## src/rtl/branch_predictor_bht_pkg.sv

```systemverilog
// Shared definitions for the bimodal branch history table.
// Holds the branch-type encodings, the FSM state encoding and the
// branch-type classification helpers used by lookup and update paths.
package branch_predictor_bht_pkg;

  // 3-bit branch-type codes; every code not listed here is "not a branch".
  localparam logic [2:0] BT_JUMP  = 3'b100;
  localparam logic [2:0] BT_COND0 = 3'b101;
  localparam logic [2:0] BT_COND1 = 3'b110;
  localparam logic [2:0] BT_COND2 = 3'b111;

  typedef enum logic {
    ST_INIT = 1'b0,
    ST_RUN  = 1'b1
  } state_t;

  function automatic logic is_conditional(input logic [2:0] bt);
    return (bt == BT_COND0) || (bt == BT_COND1) || (bt == BT_COND2);
  endfunction

  function automatic logic is_unconditional(input logic [2:0] bt);
    return (bt == BT_JUMP);
  endfunction

endpackage

```

## src/rtl/branch_predictor_bht_sat_counter_update.sv

```systemverilog
// Combinational next-value of a CTR_BITS-wide saturating counter.
// Ports:
//   ctr      - current counter value
//   taken    - 1: count up (saturate at all-ones), 0: count down (saturate at 0)
//   next_ctr - resulting counter value
module sat_counter_update #(
  parameter int CTR_BITS = 2
) (
  input  logic [CTR_BITS-1:0] ctr,
  input  logic                taken,
  output logic [CTR_BITS-1:0] next_ctr
);

  localparam logic [CTR_BITS-1:0] CTR_MAX = {CTR_BITS{1'b1}};
  localparam logic [CTR_BITS-1:0] CTR_MIN = {CTR_BITS{1'b0}};
  localparam logic [CTR_BITS-1:0] CTR_ONE = CTR_BITS'(1);

  // Saturating increment / decrement.
  always_comb begin
    next_ctr = ctr;
    if (taken) begin
      if (ctr != CTR_MAX) begin
        next_ctr = ctr + CTR_ONE;
      end else begin
        next_ctr = ctr;
      end
    end else begin
      if (ctr != CTR_MIN) begin
        next_ctr = ctr - CTR_ONE;
      end else begin
        next_ctr = ctr;
      end
    end
  end

endmodule

```

## src/rtl/branch_predictor_bht.sv

```systemverilog
// Bimodal branch history table.
// After reset a sweep writes INIT_CTR into every entry (one per cycle);
// then the table answers fetch lookups and trains on execute updates.
// Ports:
//   clk, reset                          - clock, synchronous active-high reset
//   lk_valid/lk_pc/lk_branch_type       - fetch lookup request
//   predict/unconditional_jump/
//   predict_taken                       - registered lookup result (1 cycle later)
//   ready                               - high once the init sweep is done
//   up_valid/up_pc/up_branch_type/
//   up_taken/up_mispredict              - resolved-branch update from execute
//   mispredict_count                    - saturating count of conditional mispredicts
module branch_predictor_bht
  import branch_predictor_bht_pkg::*;
#(
  parameter int PC_WIDTH   = 32,
  parameter int INDEX_BITS = 6,
  parameter int CTR_BITS   = 2,
  parameter int INIT_CTR   = 1
) (
  input  logic                clk,
  input  logic                reset,
  input  logic                lk_valid,
  input  logic [PC_WIDTH-1:0] lk_pc,
  input  logic [2:0]          lk_branch_type,
  output logic                predict,
  output logic                unconditional_jump,
  output logic                predict_taken,
  output logic                ready,
  input  logic                up_valid,
  input  logic [PC_WIDTH-1:0] up_pc,
  input  logic [2:0]          up_branch_type,
  input  logic                up_taken,
  input  logic                up_mispredict,
  output logic [15:0]         mispredict_count
);

  localparam int                  DEPTH      = 1 << INDEX_BITS;
  localparam logic [CTR_BITS-1:0] INIT_VALUE = CTR_BITS'(INIT_CTR);
  localparam logic [15:0]         CNT_MAX    = 16'hFFFF;

  state_t                  state_r;
  logic [INDEX_BITS-1:0]   sweep_idx_r;
  logic [CTR_BITS-1:0]     table_r [DEPTH];

  logic                    predict_r;
  logic                    uncond_r;
  logic                    taken_r;
  logic [15:0]             mis_cnt_r;

  logic [INDEX_BITS-1:0]   lk_idx_s;
  logic [INDEX_BITS-1:0]   up_idx_s;
  logic                    up_en_s;
  logic [CTR_BITS-1:0]     up_cur_s;
  logic [CTR_BITS-1:0]     up_next_s;
  logic [CTR_BITS-1:0]     lk_ctr_s;
  logic                    predict_s;
  logic                    uncond_s;
  logic                    taken_s;
  logic                    unused_pc_bits_s;

  // Word-aligned PC slice; upper bits and pc[1:0] alias by design.
  assign lk_idx_s = lk_pc[INDEX_BITS+1:2];
  assign up_idx_s = up_pc[INDEX_BITS+1:2];
  assign unused_pc_bits_s = ^{lk_pc[PC_WIDTH-1:INDEX_BITS+2], lk_pc[1:0],
                              up_pc[PC_WIDTH-1:INDEX_BITS+2], up_pc[1:0]};

  assign up_en_s  = (state_r == ST_RUN) && up_valid && is_conditional(up_branch_type);
  assign up_cur_s = table_r[up_idx_s];

  sat_counter_update #(
    .CTR_BITS (CTR_BITS)
  ) u_sat (
    .ctr      (up_cur_s),
    .taken    (up_taken),
    .next_ctr (up_next_s)
  );

  // Write-first bypass: a same-cycle update to the looked-up entry wins.
  always_comb begin
    lk_ctr_s = table_r[lk_idx_s];
    if (up_en_s && (up_idx_s == lk_idx_s)) begin
      lk_ctr_s = up_next_s;
    end else begin
      lk_ctr_s = table_r[lk_idx_s];
    end
  end

  // Next values of the lookup output registers.
  always_comb begin
    predict_s = 1'b0;
    uncond_s  = 1'b0;
    taken_s   = 1'b0;
    if (lk_valid) begin
      if (is_conditional(lk_branch_type)) begin
        predict_s = 1'b1;
        // Table contents are not trustworthy until the sweep has finished.
        taken_s   = (state_r == ST_RUN) ? lk_ctr_s[CTR_BITS-1] : 1'b0;
      end else if (is_unconditional(lk_branch_type)) begin
        uncond_s  = 1'b1;
        taken_s   = 1'b1;
      end else begin
        predict_s = 1'b0;
      end
    end else begin
      predict_s = 1'b0;
    end
  end

  // FSM and init sweep index.
  always_ff @(posedge clk) begin
    if (reset) begin
      state_r     <= ST_INIT;
      sweep_idx_r <= {INDEX_BITS{1'b0}};
    end else begin
      case (state_r)
        ST_INIT: begin
          if (&sweep_idx_r) begin
            state_r     <= ST_RUN;
            sweep_idx_r <= {INDEX_BITS{1'b0}};
          end else begin
            sweep_idx_r <= sweep_idx_r + {{(INDEX_BITS-1){1'b0}}, 1'b1};
          end
        end
        ST_RUN: begin
          state_r <= ST_RUN;
        end
        default: begin
          state_r     <= ST_INIT;
          sweep_idx_r <= {INDEX_BITS{1'b0}};
        end
      endcase
    end
  end

  // Counter table: sweep writes during INIT, training writes during RUN.
  always_ff @(posedge clk) begin
    if (!reset && (state_r == ST_INIT)) begin
      table_r[sweep_idx_r] <= INIT_VALUE;
    end else if (!reset && up_en_s) begin
      table_r[up_idx_s] <= up_next_s;
    end
  end

  // Registered lookup outputs.
  always_ff @(posedge clk) begin
    if (reset) begin
      predict_r <= 1'b0;
      uncond_r  <= 1'b0;
      taken_r   <= 1'b0;
    end else begin
      predict_r <= predict_s;
      uncond_r  <= uncond_s;
      taken_r   <= taken_s;
    end
  end

  // Saturating mispredict statistics.
  always_ff @(posedge clk) begin
    if (reset) begin
      mis_cnt_r <= 16'h0000;
    end else if (up_en_s && up_mispredict && (mis_cnt_r != CNT_MAX)) begin
      mis_cnt_r <= mis_cnt_r + 16'h0001;
    end
  end

  assign predict            = predict_r;
  assign unconditional_jump = uncond_r;
  assign predict_taken      = taken_r;
  assign ready              = (state_r == ST_RUN);
  assign mispredict_count   = mis_cnt_r;

endmodule

```

## config.mk

```make
export PLATFORM = sky130hd
export DESIGN_NAME = branch_predictor_bht
export DESIGN_NICKNAME = d
export VERILOG_FILES = /design/src/rtl/branch_predictor_bht_pkg.sv /design/src/rtl/branch_predictor_bht_sat_counter_update.sv /design/src/rtl/branch_predictor_bht.sv
export SDC_FILE = /design/constraint.sdc
export NUM_CORES = 1
export LEC_CHECK = 0
export ABC_AREA = 1
export BUFFER_PORTS_ARGS = -buffer_cell sky130_fd_sc_hd__buf_2
export CAP_MARGIN = 0
export CORE_UTILIZATION = 63
export CTS_BUF_LIST = sky130_fd_sc_hd__clkbuf_8 sky130_fd_sc_hd__clkbuf_16
export DETAILED_ROUTE_END_ITERATION = 8
export HOLD_SLACK_MARGIN = 0.08
export PLACE_DENSITY = 0.89
export SYNTH_ARGS = -nofsm -noshare
export SYNTH_HDL_FRONTEND = slang
export SYNTH_SLANG_ARGS = --single-unit
```

## constraint.sdc

```tcl
create_clock -name clk -period 7.19 [get_ports clk]
set_input_delay 1.0785 -clock clk [delete_from_list [all_inputs] [get_ports clk]]
set_output_delay 1.0785 -clock clk [all_outputs]
set_load 0.1 [all_outputs]
```

==> out/results.tsv, run 1 <==
metric	value	unit
FF-to-FF Start	ready	
max layer used	met4	
vias in the first global route	6195	
Async S/R FF share, synth	0	
PostCTS Resize Cnt	0	
Slew Viols, Final	0	
commonest cells in the synthesized netlist	nand2_1 (247), nand3_1 (168), edfxtp_1 (128)	
synthesized area	7650	um2
DRT Pass-1 Iters	8	
Tightest Hold Check Type	reg -> reg	
Worst Path Max Fanout	67	
Hold-fix buffers, CTS	0	
core area	11610	um2
Initial Utilization	0.6587	
crit-path leading delay family	buffers and inverters	
crit path kind	in -> reg	
WP data required	7320	ps
Mean Syn Cell Area	8.834	um2
final hold slack	481.7	ps
Distinct cells, synth	37	
CP max stage delay	690	ps
initial antenna violation count	0	
clock slew at reported path FFs	60	ps
DRT antenna net count	0	
peak supply drop	0.1766	mV
failing checks	DRC	
Setup crit start kind	primary input	
CTS tree	yes	
pwr/cell area	236.9	nW/um2
top cell type by total area after synthesis	edfxtp_1	
final setup fails	0	
metal2 WL	9181	um
Synth area leaders	edfxtp_1 (50%), nand2_1 (12%), nand3_1 (11%)	
setup TNS	0	ps
Setup Fix Bufs, Post-CTS	0	
Final period util	0.6058	
Yosys top cell area share	0.5025	
final layout net count	971	
status	finished, violations left	
hold path startpoint	mispredict_count[5]	
Synth Register Bits	154	
Slowest-stage cell, CP	inv_2	
Slew @ Worst Pin	1298	ps
RSZ-0062 raised after global routing	false	
Met1 Wirelength	7085	um
antenna cell count	0	
EDFF count, synth	128	
first-pass GRT wire length	30760	um
CTS Sinks	154	
post-synthesis cell count	866	
Max Cap Viol	0	
Crit. Startpoint	up_pc[2]	
Placer Congestion	0.8868	
input/output buffers	43	
Hold Fails Final Rpt	0	
post-synthesis sequential area ratio	0.5705	
num rows	39	
Syn. warnings	0	
Critical Path AT	4490	ps
syn nets	944	
CTS buffer count	17	
all-layer global routing usage	0.3249	
DIE AREA	12590	um2
DR vias/cell	6.224	
Area growth syn-to-layout	11.02	%
Final Critical Period	4355	ps
cell with the most instances after synthesis	nand2_1	
Worst Skew	10.23	ps
pin count of the biggest net entering global routing	68	
I/O pin total	96	
via count	6529	
CTS Buffer Depth	2	
clk_lat worst skew	430	ps
met3 WL	2209	um
Post-synth top flop	edfxtp_1	
Max-Slew Margin vs Limit	0.1336	
worst-path cell chain	buf_2 -> buf_4 -> inv_2 -> nand2_1 -> nand3_1 -> nand3_1 -> nand2_1 -> nand2_1 -> nand3_1 -> nand3_1 -> nand3b_1 -> nand2_1 -> nand3_2 -> buf_4	
CTS root buffer	clkbuf_16	
DRT iter0 DRCs	965	
die height	112.2	um
share of cells above drive strength 1	0.1104	
grt ovf	0	
wire length per cell	18.58	um
CP Buf/Inv Count	4	
final WL	19490	um
H-tree Lvls	4	
Crit. End Element	register	
DR DRC count	1	
DP HPWL	11390	um
Die W	112.2	um
Fill cells	804	
Leak	3.397	nW
max frequency	229.6	MHz
-- flip-flops by register name, indices dropped and copies added, names as in the netlist --
signal              flops
predict_taken           1
predict                 1
ready                   1
mispredict_count       16
sweep_idx_r             6
unconditional_jump      1
table_r               128
-- worst register-to-register path: stages (launching register included) --
cell	delay, ps
dfxtp_1	570
nand4_4	240
nor2_4	150
inv_2	160
nand2_1	160
o21ai_4	120
inv_2	200
nand4_2	390
nor2_1	360
-- power breakdown --
group / switching (W) / internal, W / leakage, nW
logic: 0.000106 / 0.0000364 / 1.45
registers: 0.00000233 / 0.000956 / 1.64
clock network: 0.000332 / 0.000579 / 0.307
total: 0.000440 / 0.00157 / 3.40
-- placed cells by master, fill, tap and decap left out, types with 4 or more instances in the layout --
master,netlist,final
nand2_1,247,247
nand3_1,168,167
edfxtp_1,128,128
nor2_1,100,99
inv_1,46,50
buf_2,19,43
dfxtp_1,26,26
o21ai_0,23,23
a21oi_1,19,19
clkbuf_16,0,17
nor3_1,11,11
nor4_1,9,9
nand4_2,8,8
nand4_1,6,6
clkinv_1,2,5
inv_2,4,4
o21ai_4,4,4
xor2_1,4,4
bufinv_16,0,4
buf_4,3,4
-- kinds of logic after synthesis --
logic type,after synthesis,synth area share
AO/OA/AOI/OAI,53,0.04220
XOR/XNOR,6,0.006869
adder cells (fa/ha/maj),2,0.003271
buffers and inverters,93,0.05283
flip-flops,154,0.5705
AND/OR/NAND/NOR,558,0.3243
-- stage by stage --
stage | total power, W | utilization | area (um2) | setup WS, ps | cells
floorplan | 0.001073 | - | 7650 | 3092 | 866
detailed placement | 0.001113 | 0.6794 | 7890 | 2505 | 1017
finish | 0.002012 | 0.7313 | 8493 | 2835 | 1049
global placement | 0.001110 | 0.6794 | 7890 | 2560 | 1017
CTS | 0.002006 | 0.7313 | 8493 | 2900 | 1049
global route | 0.002060 | 0.7313 | 8493 | 2556 | 1049
-- path summary, 6_finish.rpt --
| path | endpoint | slack (ps) | cells past startpoint |
|---|---|---|---|
| worst max-delay path | table_r[12][0] | 2830 | 14 |
| worst min-delay path | mispredict_count[5] | 480 | 2 |
| worst max register to register | table_r[57][0] | 4520 | 8 |
| worst min register to register | mispredict_count[5] | 480 | 2 |
-- final cells by class --
cell class,instances,area [um2],share of cell area
clock inverters,14,163.9,0.01930
well taps,143,178.9,0.02107
multi-input cells,619,2894,0.3407
clock buffers,18,439.2,0.05171
flip-flops and latches,154,4364,0.5138
inverters,54,207.7,0.02445
repair buffers,47,245.2,0.02887
-- layer usage --
layer,global-route usage,vias to the layer above
li1,-,3017
met1,0.4079,2954
met2,0.5188,461
met3,0.06371,97
met4,0.2116,0
met5,0,-
(Power assumes the default switching activity.)
==> inputs of run 2 (changes only) <==
--- a/config.mk
+++ b/config.mk
@@ -8,11 +8,11 @@
 export ABC_AREA = 1
 export BUFFER_PORTS_ARGS = -buffer_cell sky130_fd_sc_hd__buf_2
 export CAP_MARGIN = 0
-export CORE_UTILIZATION = 63
+export CORE_UTILIZATION = 53
 export CTS_BUF_LIST = sky130_fd_sc_hd__clkbuf_8 sky130_fd_sc_hd__clkbuf_16
 export DETAILED_ROUTE_END_ITERATION = 8
 export HOLD_SLACK_MARGIN = 0.08
-export PLACE_DENSITY = 0.89
+export PLACE_DENSITY = 0.8
 export SYNTH_ARGS = -nofsm -noshare
 export SYNTH_HDL_FRONTEND = slang
 export SYNTH_SLANG_ARGS = --single-unit
==> constraint.sdc (replaced) <==
create_clock -name clk -period 3.8 [get_ports clk]
set_input_delay 0.57 -clock clk [delete_from_list [all_inputs] [get_ports clk]]
set_output_delay 0.57 -clock clk [all_outputs]
set_load 0.1 [all_outputs]
==> run 2 against run 1 <==
  * The flow now finishes without violations
  * Worst hold slack got worse by 80 ps
  * Clock power rose by 82%
  * Cell count rose by 4.4%
  * Sequential cell count did not move
  * Design area rose by 1.5%
  * Largest power group unchanged
  * Non-clock buffer count rose by 9
  * Core utilization fell by 12 points
  * Routed wire length rose by 0.50%
  * Critical endpoint is now table_r[45][1]
  * Via count fell by 1.5%
  * Setup slack got worse by 2100 ps
  * First-iteration DRC count fell by 3.4%
  * Combinational power rose by 94%
==> out/results.tsv, run 2 (same netlist as run 1, synthesis figures left out) <==
metric	value	unit	change
status	finished clean		was finished, violations left
Slowest-stage cell, CP	nor2_4		was inv_2
Critical Path AT	3360	ps	was 4490 ps
worst-path cell chain	buf_2 -> buf_12 -> nand2_1 -> nand3_1 -> nand3_1 -> nand2_1 -> nand2_1 -> nand3_1 -> nand3_1 -> nand2_1 -> nand2_1 -> nand2_1 -> nand2_1 -> nor2_4 -> buf_4		was buf_2 -> buf_4 -> inv_2 -> nand2_1 -> nand3_1 -> nand3_1 -> nand2_1 -> nand2_1 -> nand3_1 -> nand3_1 -> nand3b_1 -> nand2_1 -> nand3_2 -> buf_4
peak supply drop	0.2934	mV	was 0.1766 mV
share of cells above drive strength 1	0.1268		was 0.1104
CP max stage delay	800	ps	was 690 ps
max frequency	322.7	MHz	
Hold-fix buffers, CTS	0		unchanged
final hold slack	401.6	ps	was 481.7 ps
most frequent cells in the layout	nand2_1 (247), nand3_1 (167), edfxtp_1 (128), nor2_1 (99), inv_1 (46)		was nand2_1 (247), nand3_1 (167), edfxtp_1 (128), nor2_1 (99), inv_1 (50)
RSZ-0062 raised after global routing	false		unchanged
DIE AREA	14920	um2	was 12590 um2
PostCTS Resize Cnt	0		unchanged
DRT iter0 DRCs	932		was 965
all-layer global routing usage	0.2709		was 0.3249
clk_lat worst skew	430	ps	about the same
Initial Utilization	0.5469		was 0.6587
Leak	3.439	nW	was 3.397 nW
pwr/cell area	435.2	nW/um2	was 236.9 nW/um2
Max Cap Viol	0		unchanged
CTS Buffer Depth	2		unchanged
I/O pin total	96		unchanged
Final Critical Period	3099	ps	
grt ovf	0		unchanged
Die W	122.1	um	was 112.2 um
largest reg by FF count	table_r		unchanged
setup TNS	0	ps	unchanged
vias in the first global route	5858		was 6195
Final period util	0.8155		
Setup Fix Bufs, Post-CTS	0		unchanged
num rows	43		was 39
Worst Path Max Fanout	51		was 67
Crit. End Element	register		unchanged
Tightest Hold Check Type	in -> reg		was reg -> reg
max reg flops	128		unchanged
clock slew at reported path FFs	60	ps	about the same
final WL	19590	um	was 19490 um
DP HPWL	12070	um	was 11390 um
CTS Sinks	154		unchanged
initial antenna violation count	0		unchanged
wire length per cell	17.89	um	was 18.58 um
Hold Fails Final Rpt	0		unchanged
CTS root buffer	clkbuf_16		unchanged
Setup crit start kind	primary input		unchanged
Slew Viols, Final	0		unchanged
WP data required	4070	ps	was 7320 ps
H-tree Lvls	4		unchanged
die height	122.1	um	was 112.2 um
core area	13990	um2	was 11610 um2
DRT Pass-1 Iters	6		was 8
commonest non-fill, non-tap cell in the layout	nand2_1		unchanged
via count	6430		was 6529
final layout net count	980		was 971
Worst Skew	10.43	ps	was 10.23 ps
pin count of the biggest net entering global routing	65		was 68
antenna cell count	0		unchanged
Fill cells	1181		was 804
Slew @ Worst Pin	1042	ps	was 1298 ps
final setup fails	0		unchanged
Max-Slew Margin vs Limit	0.3037		was 0.1336
cell mode on critical path	nand2_1		
first-pass GRT wire length	29590	um	was 30760 um
CTS tree	yes		unchanged
crit path kind	in -> reg		unchanged
Area growth syn-to-layout	12.66	%	was 11.02%
CTS buffer count	17		unchanged
Placer Congestion	0.9357		was 0.8868
DR DRC count	0		was 1
DRT antenna net count	0		unchanged
input/output buffers	43		unchanged
DR vias/cell	5.872		was 6.224
-- run 2: changes by cell type in the layout (fill, tap and decap cells not counted), sizes merged --
cell / before / now
buf: 47 / 56
clkbuf: 18 / 23
bufinv: 4 / 1
clkinv: 7 / 4
inv: 56 / 57
-- run 2: final cells by class --
class,count,area (um2),area share
multi-input cells,619,2894,0.3358
clock buffers,23,508.0,0.05894
inverters,54,207.7,0.02410
repair buffers,56,337.8,0.03920
flip-flops and latches,154,4364,0.5064
well taps,180,225.2,0.02613
clock inverters,9,81.33,0.009437
-- run 2: where the power goes --
group          internal [W]  leakage, nW  switching [W]
clock               0.00101        0.297       0.000654
sequential          0.00181         1.64     0.00000500
combinational     0.0000774         1.50       0.000200
-- run 2: stage by stage --
step                  util  setup slack (ps)  total power (W)  instance area (um2)  std cells
finish              0.6161             700.9         0.003751                 8618       1095
global route        0.6161             366.0         0.003846                 8618       1095
detailed placement  0.5740             243.1         0.002118                 8029       1063
floorplan                -             152.8         0.002030                 7650        866
global placement    0.5740             299.2         0.002114                 8029       1063
CTS                 0.6161             686.5         0.003750                 8618       1095
-- run 2: final timing paths --
kind                                          start                  end  slack [ps]  depth (start not counted)
worst min-delay path              lk_branch_type[2]              predict         400                          3
worst max-delay path                       up_pc[2]       table_r[45][1]         700                         15
worst min register to register  mispredict_count[5]  mispredict_count[5]         480                          2
worst max register to register       table_r[27][1]       table_r[45][1]        1150                         13
-- run 2: metal layers --
metal  global-route usage  vias to the layer above  wire length, um  part of all wire
met5                    0                        -                0                 0
met4               0.1372                        0              646             0.033
met3              0.06367                       71             1858             0.095
met2               0.4527                      344             9515              0.49
met1               0.3273                     2990             7566              0.39
li1                     -                     3025                -                 -
-- run 2: critical path, delay by kind of cell --
| family | cells | cell delay [ps] |
|---|---|---|
| and+or+nand+nor | 12 | 1780 |
| buffers and inverters | 3 | 960 |
